$ cat src/rtl/aes_sched_pkg.sv
// Shared types, sizes and the byte-swap helper for the AES stream scheduler.
package aes_sched_pkg;

  localparam int BLK_S  = 128;
  localparam int WORD_S = 32;
  localparam int BYTE_S = 8;

  // Scheduler FSM states.
  typedef enum logic [1:0] {
    IDLE  = 2'd0,
    LOAD  = 2'd1,
    RUN   = 2'd2,
    DRAIN = 2'd3
  } state_t;

  // Reverse byte order of a word: byte 0 (bits [7:0]) becomes the MSB byte.
  function automatic logic [WORD_S-1:0] swap_bytes32(input logic [WORD_S-1:0] w);
    return {w[BYTE_S-1:0], w[2*BYTE_S-1:BYTE_S], w[3*BYTE_S-1:2*BYTE_S], w[4*BYTE_S-1:3*BYTE_S]};
  endfunction

endpackage

$ cat src/rtl/aes_sched_rr_arb.sv
// Two-way packet round-robin arbiter. The grant is a pure function of the
// requests and the last granted requester; last_grant only moves when a
// whole packet has been drained, so a grant is never rotated mid-packet.
module aes_sched_rr_arb
  import aes_sched_pkg::*;
(
  input  logic       clk_i,
  input  logic       rst_i,
  input  logic [1:0] req_i,
  input  logic       pkt_done_i,
  input  logic       done_id_i,
  output logic       gnt_o,
  output logic       gnt_valid_o
);

  logic last_grant_q, last_grant_d;

  // Remember which requester finished the most recent packet.
  always_comb begin
    last_grant_d = last_grant_q;
    if (pkt_done_i) last_grant_d = done_id_i;
  end

  // last_grant resets to 1 so requester 0 wins the first contested round.
  always_ff @(posedge clk_i) begin
    if (rst_i) last_grant_q <= 1'b1;
    else       last_grant_q <= last_grant_d;
  end

  // Single requester wins outright; a tie goes to the one not granted last.
  always_comb begin
    gnt_valid_o = |req_i;
    case (req_i)
      2'b01:   gnt_o = 1'b0;
      2'b10:   gnt_o = 1'b1;
      default: gnt_o = ~last_grant_q;
    endcase
  end

endmodule

$ cat src/rtl/aes_stream_sched.sv
// Shares one AES block core between two 32-bit stream requesters: grants a
// requester per packet, packs four words into a 128-bit block, runs the core
// through a start/done handshake and unpacks the result onto one tagged
// 32-bit output stream.
//
// Stream handshake: a word moves on a rising edge where valid and ready are
// both high. Sources hold valid and data until accepted; ready here is a
// function of the FSM state only, never of the incoming valid.
module aes_stream_sched
  import aes_sched_pkg::*;
#(
  parameter int CNT_W = 16
) (
  input  logic              clock,
  input  logic              reset,
  input  logic [WORD_S-1:0] s0_tdata,
  input  logic              s0_tvalid,
  input  logic              s0_tlast,
  output logic              s0_tready,
  input  logic [WORD_S-1:0] s1_tdata,
  input  logic              s1_tvalid,
  input  logic              s1_tlast,
  output logic              s1_tready,
  output logic [WORD_S-1:0] m_tdata,
  output logic              m_tvalid,
  input  logic              m_tready,
  output logic              m_tlast,
  output logic              m_tid,
  output logic              core_start,
  output logic [BLK_S-1:0]  core_blk_in,
  input  logic              core_done,
  input  logic [BLK_S-1:0]  core_blk_out,
  output logic [CNT_W-1:0]  blk_cnt0,
  output logic [CNT_W-1:0]  blk_cnt1,
  output logic              err_misalign,
  output logic [1:0]        dbg_state
);

  state_t            state_q, state_d;
  logic              grant_q, grant_d;
  logic [1:0]        widx_q, widx_d;
  logic [BLK_S-1:0]  blk_q, blk_d;
  logic [BLK_S-1:0]  res_q, res_d;
  logic              pkt_last_q, pkt_last_d;
  logic              start_q, start_d;
  logic              err_q, err_d;
  logic [CNT_W-1:0]  cnt0_q, cnt0_d;
  logic [CNT_W-1:0]  cnt1_q, cnt1_d;

  logic              gnt, gnt_valid, pkt_done;
  logic [WORD_S-1:0] in_data;
  logic              in_valid, in_last, in_hs, out_hs;

  aes_sched_rr_arb u_arb (
    .clk_i       (clock),
    .rst_i       (reset),
    .req_i       ({s1_tvalid, s0_tvalid}),
    .pkt_done_i  (pkt_done),
    .done_id_i   (grant_q),
    .gnt_o       (gnt),
    .gnt_valid_o (gnt_valid)
  );

  // Route the granted requester onto the load path; only it sees ready.
  always_comb begin
    in_data   = grant_q ? s1_tdata  : s0_tdata;
    in_valid  = grant_q ? s1_tvalid : s0_tvalid;
    in_last   = grant_q ? s1_tlast  : s0_tlast;
    s0_tready = (state_q == LOAD) && !grant_q;
    s1_tready = (state_q == LOAD) &&  grant_q;
    in_hs     = (state_q == LOAD) && in_valid;
  end

  // Output word is taken from the captured result; word 0 sits at [127:96].
  always_comb begin
    m_tvalid = (state_q == DRAIN);
    m_tdata  = m_tvalid ? swap_bytes32(res_q[{~widx_q, 5'd0} +: WORD_S]) : '0;
    m_tlast  = m_tvalid && (widx_q == 2'd3) && pkt_last_q;
    m_tid    = m_tvalid && grant_q;
    out_hs   = m_tvalid && m_tready;
  end

  // Next-state logic: arbitrate, load a block, run the core, drain results.
  always_comb begin
    state_d    = state_q;
    grant_d    = grant_q;
    widx_d     = widx_q;
    blk_d      = blk_q;
    res_d      = res_q;
    pkt_last_d = pkt_last_q;
    start_d    = 1'b0;
    err_d      = err_q;
    cnt0_d     = cnt0_q;
    cnt1_d     = cnt1_q;
    pkt_done   = 1'b0;
    case (state_q)
      IDLE: begin
        if (gnt_valid) begin
          grant_d    = gnt;
          state_d    = LOAD;
          widx_d     = 2'd0;
          blk_d      = '0;
          pkt_last_d = 1'b0;
        end
      end
      LOAD: begin
        if (in_hs) begin
          blk_d[{~widx_q, 5'd0} +: WORD_S] = swap_bytes32(in_data);
          if (widx_q == 2'd3 || in_last) begin
            // Words after an early tlast stay zero from the clear on entry.
            state_d    = RUN;
            start_d    = 1'b1;
            widx_d     = 2'd0;
            pkt_last_d = in_last;
            if (in_last && widx_q != 2'd3) err_d = 1'b1;
          end else begin
            widx_d = widx_q + 2'd1;
          end
        end
      end
      RUN: begin
        if (core_done) begin
          res_d   = core_blk_out;
          state_d = DRAIN;
        end
      end
      DRAIN: begin
        if (out_hs) begin
          if (widx_q == 2'd3) begin
            widx_d = 2'd0;
            if (grant_q) cnt1_d = cnt1_q + 1'b1;
            else         cnt0_d = cnt0_q + 1'b1;
            if (pkt_last_q) begin
              state_d  = IDLE;
              pkt_done = 1'b1;
            end else begin
              state_d = LOAD;
              blk_d   = '0;
            end
          end else begin
            widx_d = widx_q + 2'd1;
          end
        end
      end
      default: state_d = IDLE;
    endcase
  end

  // State and datapath registers with synchronous reset.
  always_ff @(posedge clock) begin
    if (reset) begin
      state_q    <= IDLE;
      grant_q    <= 1'b0;
      widx_q     <= 2'd0;
      blk_q      <= '0;
      res_q      <= '0;
      pkt_last_q <= 1'b0;
      start_q    <= 1'b0;
      err_q      <= 1'b0;
      cnt0_q     <= '0;
      cnt1_q     <= '0;
    end else begin
      state_q    <= state_d;
      grant_q    <= grant_d;
      widx_q     <= widx_d;
      blk_q      <= blk_d;
      res_q      <= res_d;
      pkt_last_q <= pkt_last_d;
      start_q    <= start_d;
      err_q      <= err_d;
      cnt0_q     <= cnt0_d;
      cnt1_q     <= cnt1_d;
    end
  end

  assign core_start   = start_q;
  assign core_blk_in  = blk_q;
  assign err_misalign = err_q;
  assign blk_cnt0     = cnt0_q;
  assign blk_cnt1     = cnt1_q;
  assign dbg_state    = state_q;

endmodule

$ cat config.mk
export PLATFORM = sky130hd
export DESIGN_NAME = aes_stream_sched
export DESIGN_NICKNAME = d
export VERILOG_FILES = /design/src/rtl/aes_sched_pkg.sv /design/src/rtl/aes_sched_rr_arb.sv /design/src/rtl/aes_stream_sched.sv
export SDC_FILE = /design/constraint.sdc
export NUM_CORES = 1
export LEC_CHECK = 0
export CORE_ASPECT_RATIO = 1.75
export CORE_UTILIZATION = 40
export DETAILED_ROUTE_END_ITERATION = 7
export PLACE_DENSITY_LB_ADDON = 0.1
export SYNTH_ARGS = -nofsm -noshare
export SYNTH_HDL_FRONTEND = slang
export SYNTH_SLANG_ARGS = --single-unit
$ cat constraint.sdc
create_clock -name clock -period 2.3 [get_ports clock]
set_input_delay 0.46 -clock clock [delete_from_list [all_inputs] [get_ports clock]]
set_output_delay 0.46 -clock clock [all_outputs]
set_load 0.005 [all_outputs]
# --- After elaboration in Yosys (flattened, before gate mapping) ---
# Cells that the tools add are included.
classes:
  n_bitwise: 5
  add_sub_neg: 4
  shift: 3
  mux: 35
  n_reduce_logical: 24
  n_eq_ne: 14
op_table:
  columns: ["operator", "count"]
  rows:
  - ["two-way mux 128 bit", 5]
  - ["case mux 128 bit (3 select lines)", 1]
  - ["bitwise mux 128 bit", 1]
  - ["variable shift 32 x 9 -> 128 bit, first input constant", 1]
  - ["indexed part select 128 x 8 -> 32 bit", 1]
  - ["indexed part select 32 x 9 -> 128 bit", 1]
  - ["two-way mux 32 bit", 2]
  - ["adder 16 x 1 -> 16 bit, second input constant", 2]
  - ["two-way mux 2 bit", 11]
  - ["AND reduction 4 bit", 5]
  - ["AND reduction 6 bit", 2]
  - ["two-way mux 1 bit", 11]
  - ["!= test 2 bit, second input constant", 5]
  - ["negation 7 -> 9 bit", 1]
  - ["== test 2 bit, second input constant", 4]
  - ["logical AND 1 bit", 8]
  - ["case mux 2 bit (4 select lines)", 1]
  - ["!= test 2 x 1 -> 1 bit, second input constant", 3]
  - ["case mux 2 bit (3 select lines)", 1]
  - ["== test 2 x 1 -> 1 bit, second input constant", 2]
  - ["NOT 1 bit", 4]
  - ["case mux 1 bit (2 select lines)", 2]
  - ["AND reduction 2 bit", 2]
  - ["nonzero test 3 bit", 1]
  - ["other kinds (8)", 8]
word_totals:
  reg_bits: 297
  out_inout_bits: 201
  wordCells: 96
  inputBits: 200

# --- Depth between registers and ports, before layout ---
logic_depth:
  ltp_word: 6
  mapped_depth: 10
  mapped_depth_nobuf: 6

# --- Cells and area by module ---
# From an unflattened synthesis, not the netlist that was laid out.
unflattened:
  hier_cells: 1531
  hier_area_um2: 13347.8
modules_own_cells:
  columns: ["mod", "seq_area_each_um2", "n_inst", "cells_each", "area_per_inst_um2"]
  rows:
  - ["aes_stream_sched", 5925.7, 1, 1521, 13267.7]
  - ["aes_sched_rr_arb", 20.0, 1, 10, 80.1]

# --- Worst setup path after synthesis ---
# No wires, ideal clock.
synth_timing:
  path_type: "register to register"
  from: "register widx_q[1]"
  to: "register blk_q[100], in the netlist core_blk_in[100]"
  path_buffers: 3
  setup_time_ns: 0.072
  period_less_slack_ns: 2.279
  path_stages_with_launch: 10
  required_time_ns: 2.228
  arrival_time_ns: 2.207
  slack_ns: 0.021
  cell_sequence: "dfxtp_1 -> clkbuf_1 -> clkbuf_1 -> inv_1 -> ha_1 -> nand2b_1 -> nor4_2 -> buf_2 -> nand2_1 -> mux2i_1"
synth_between:
  elab_chain_cells: 6
  elab_cells_between_ends: 10
  cone_classes: "add/sub: 1; eq/ne: 2; shift: 2; mux: 3; bitwise: 1; reduce/logical: 1"
synth_lines:
  columns: ["item", "line_no", "source"]
  rows:
  - ["start, declared", "aes_stream_sched.sv:41", "logic [1:0] widx_q, widx_d;"]
  - ["start signal, assigned", "aes_stream_sched.sv:165", "widx_q <= widx_d;"]
  - ["NOT 2 bit", "aes_stream_sched.sv:108", "blk_d[{~widx_q, 5'd0} +: WORD_S] = swap_bytes32(in_data);"]
  - ["negation 7 -> 9 bit", "aes_stream_sched.sv:108", null]
  - ["indexed part select 32 x 9 -> 128 bit or variable shift 32 x 9 -> 128 bit (tied branches)", "aes_stream_sched.sv:108", null]
  - ["bitwise mux 128 bit", "aes_stream_sched.sv:108", null]
  - ["two-way mux 128 bit", "aes_stream_sched.sv:107", "if (in_hs) begin"]
  - ["case mux 128 bit (3 select lines)", "aes_stream_sched.sv:96", "case (state_q)"]
  - ["end signal, assigned", "aes_stream_sched.sv:166", "blk_q <= blk_d;"]
  - ["end, declared", "aes_stream_sched.sv:42", "logic [BLK_S-1:0] blk_q, blk_d;"]
# Several ways; a longest one is shown, not always the timed one. The select of a mux whose other input is x is not followed.
# A chain may end at the register's enable or synchronous reset.

# --- Worst setup path in the final report ---
layout_timing:
  from: "register widx_q[0]"
  to: "output m_tdata[18]"
layout_between:
  elab_chain_cells: 3
layout_lines:
  columns: ["item", "line_no", "source"]
  rows:
  - ["NOT 2 bit", "aes_stream_sched.sv:77", "m_tdata = m_tvalid ? swap_bytes32(res_q[{~widx_q, 5'd0} +: WORD_S]) : '0;"]
  - ["indexed part select 128 x 8 -> 32 bit", "aes_stream_sched.sv:77", null]
  - ["two-way mux 32 bit", "aes_stream_sched.sv:77", null]
  - ["end, declared", "aes_stream_sched.sv:24", "output logic [WORD_S-1:0] m_tdata,"]
# No other way between the ends.

==> summary.txt <==
Finish
  – Synthesis-to-finish area growth: 46.80%
  – Post-Layout Inst Area: ~0.020 mm²
  – Share of cells above drive strength 1: 0.1366
  – Util after Layout: 0.5997
  – Non-Filler Instances: 2364
  – Area of the multi-input gates: slightly above 0.007 mm²
  – FILL cells: 2971
  – Layout net count: roughly 2.2k
  – Register area: between 0.005 and 0.006 mm²

Critical path
  – CP max FO: 5
  – FF-to-FF Start: widx_q[0]
  – Crit end category: primary output
  – Startpoint Class: flop
  – RR Endpoint: core_blk_in[122]
  – Arrival time at the worst endpoint: around 2.1 ns
  – Setup slack, reg-to-reg: 0.06 ns
  – Required @ worst endpoint: 1.84 ns
  – R2R cell count: 10
  – Crit Path Class: flop to primary output

Route
  – Met2 wire len: roughly 23000 µm
  – Vias: between 10k and 15k
  – Top routing layer in use: met4
  – DRT iter0 DRCs: 512
  – Antenna Nets Post-Route: 0
  – Drt wl/cell: around 18 µm
  – Met3 wire length: between 2000 and 2500 µm
  – Drt drc: 0
  – DRT met1 WL: about 16000 µm
  – First-pass detailed-route iteration total: 6
  – Wirelength, routed: between 40000 and 50000 µm
  – Vias/cell: approximately 5

Timing
  – Crit path time final: about 2.6 ns
  – Worst Setup Slack, final: -0.2713 ns
  – Hold Vio Cnt, Final: 0
  – Final period utilization: 1.118
  – Clock Skews: slightly below 0.01 ns
  – Final Max Tran Viols: 0
  – Final setup viols: 32
  – Max Fclk: 388.9 MHz
  – Worst-Margin Slew: between 0.5 and 0.6 ns
  – RSZ-0062 raised after global routing: true
  – Relative slew slack: 0.6515
  – Final TNS setup: -5.270 ns

Synthesis
  – Post-synth top area share: 0.4407
  – Synth Net Count: approximately 1.8k
  – Post-synth EDFFs: 0
  – Count of different cell masters after synthesis: approximately 60
  – Cells after Synth: about 1.5k
  – Yosys warns: 0
  – Sequential fraction of the synthesis area: 0.4407
  – Ys async rst share: 0
  – Mapped Area: around 0.013 mm²
  – Number of synthesized register bits: between 200 and 300
  – Cell taking the most area after synthesis: dfxtp_1
  – Ranking of synthesized cells by area: dfxtp_1 (44%), nand2_1 (10%), mux2i_1 (9.5%), nand2b_1 (6.2%), a21oi_1 (5.3%)
  – Ys flop type: dfxtp_1
  – Syn_area_per_cell: between 8 and 9 µm²

Flow run
  – Max-cap viol count: 0

Global routing
  – Grt total ovfl: 0
  – First-pass GRT wire length: roughly 65000 µm
  – Largest net degree at the start of global routing: 65
  – Vias in the first global route: 12.22k
  – Initial antenna violation count: 3
  – GRT Total Usage: 0.2402

Clock network
  – Clock transition at path regs: 0.07 ns
  – Inserted Clock Buffers: 28
  – Clk sinks: between 200 and 300
  – Max clock buf depth: 3
  – Root Buffer: clkbuf_16
  – CTS H-tree depth: 1
  – Later-pin clock latency in the skew report: approximately 0.56 ns
  – CTS tree: yes

Place
  – RePlAce Congestion: about 0.85
  – DP Area: between 0.015 and 0.02 mm²
  – Post-Place Cells: about 2.3k
  – Post-place setup slack: -0.1378 ns
  – # port buffers: 400
  – DPL Wire Length: 29810 µm

Outcome
  – Status: finished, violations left
  – Violated checks: negative setup slack

Floorplan
  – Total Die Area: 0.03450 mm²
  – Die height: between 200 and 250 µm
  – Starting Density: 0.4085
  – Rows: 88
  – Die width: between 100 and 150 µm
  – IO Pins: between 400 and 500
  – Core Area: about 0.033 mm²

Hold path
  – Worst min-delay path category: primary input to flop
  – Hold_sp: reset
  – Hold Crit Depth: 2
  – Hold EP: blk_cnt0[6]

Pwr
  – Leakage power: just over 0.007 µW
  – Pwr dens: ~850 mW/mm²
  – Peak VDD IR: approximately 670 µV
[placed cells by master, fill, tap and decap left out, types with 5 or more instances in the layout]
| cell type | Yosys | final |
|---|---|---|
| xnor2_1 | 13 | 13 |
| nand3_1 | 21 | 20 |
| and2_4 | 0 | 33 |
| nor3_1 | 9 | 9 |
| buf_4 | 9 | 45 |
| a21oi_1 | 144 | 144 |
| buf_12 | 0 | 32 |
| nor2b_1 | 5 | 5 |
| nor4_4 | 3 | 5 |
| nor2_1 | 63 | 63 |
| o21ai_0 | 30 | 30 |
| ha_1 | 14 | 10 |
| dfxtp_1 | 297 | 292 |
| nand2b_1 | 133 | 133 |
| mux2i_1 | 128 | 128 |
| buf_6 | 3 | 36 |
| o21ai_1 | 5 | 5 |
| nand2_1 | 366 | 365 |
| inv_1 | 19 | 17 |
| nand4_1 | 38 | 38 |
| mux4_2 | 32 | 32 |
| clkbuf_8 | 0 | 6 |
| xor2_1 | 6 | 6 |
| nor4_1 | 5 | 5 |
| clkbuf_1 | 78 | 8 |
| clkdlybuf4s50_1 | 0 | 364 |
| clkbuf_16 | 0 | 30 |
[worst max-delay path, cell delays in order (launching register included)]
cell and delay (ns):
dfxtp_4 0.38, buf_12 0.11, buf_12 0.10, buf_12 0.12, buf_6 0.09, mux4_2 0.49, and2_4 0.16, buf_6 0.11
[power breakdown]
| group | internal, µW | switching (µW) |
|---|---|---|
| registers | 5530 | 259 |
| logic | 2940 | 3120 |
| clock network | 2900 | 1990 |
| total | 11400 | 5370 |
[metal layers]
metal,up-vias,global-route usage
met1,5670,0.2521
met3,78,0.04487
met5,-,0
met2,344,0.4605
met4,0,0.1004
li1,5940,-
[repair_timing]
| action | 4_1_cts | 5_1_grt |
|---|---|---|
| cloned | 4 | 1 |
| setup buffers | 13 | 5 |
| setup endpoints to repair | 37 | 70 |
| pin swaps | 32 | 3 |
| gates resized for setup | 209 | 22 |
| hold buffers | 0 | 0 |
[registers in the layout, summed over array words and instances (netlist names)]
register,count
u_arb.last_grant_q,1
dbg_state,2
core_blk_in,128
widx_q,2
blk_cnt0,16
blk_cnt1,16
pkt_last_q,1
core_start,1
res_q,128
err_misalign,1
grant_q,1
[final cells by class]
cell class / instances / share of cell area
Multi-Input combinational cell: 1105 / 0.3594
Tap cell: 405 / 0.02558
Clock inverter: 6 / 0.006569
Sequential cell: 297 / 0.3010
Antenna cell: 4 / 0.0005053
Clock buffer: 42 / 0.04163
Timing Repair Buffer: 486 / 0.2616
Inverter: 19 / 0.003790
[per-stage QoR]
step           power (µW)  hold slack (ns)
2_1_floorplan        9298           0.4331
3_3_place_gp        11410           0.4383
3_5_place_dp        11440           0.4444
4_1_cts             16770           0.3234
5_1_grt             17510           0.3451
6_report            16740           0.3405
[worst max path at each step]
stage	to	startpoint	depth (start not counted)
global placement	core_blk_in[15]	s0_tvalid	9
finish	m_tdata[18]	widx_q[0]	7
CTS	m_tdata[18]	widx_q[0]	7
detailed placement	core_blk_in[12]	s0_tvalid	9
floorplan	core_blk_in[100]	widx_q[1]	9
global route	m_tdata[18]	widx_q[0]	7
[synth_stat cells, types with 3 or more instances]
cell,number
nor4_2,3
xor2_1,6
buf_1,4
nand3_1,21
and2_1,37
clkbuf_1,78
buf_2,25
xnor2_1,13
nor4_4,3
nand3b_1,3
mux2_2,3
mux2i_1,128
nand4_1,38
buf_4,9
nor2b_1,5
o21ai_1,5
o21ai_0,30
and3_1,5
nand2_1,366
inv_1,19
nor4_1,5
buf_6,3
a21oi_1,144
ha_1,14
nand2b_1,133
nor2_1,63
nor3_1,9
dfxtp_1,297
mux4_2,32
a31o_2,3
[kinds of logic (layout without fill, tap and decap cells)]
group           after synthesis  after routing  synth area share
other cells                   0              4                 0
mux                         166            166            0.1536
fa+ha+maj                    14             14           0.01298
flops                       297            297            0.4407
buf+inv                     138            553           0.04488
simple gates                705            705            0.2541
compound gates              201            201           0.08151
xor+xnor                     19             19           0.01233
(Power assumes the default switching activity.)
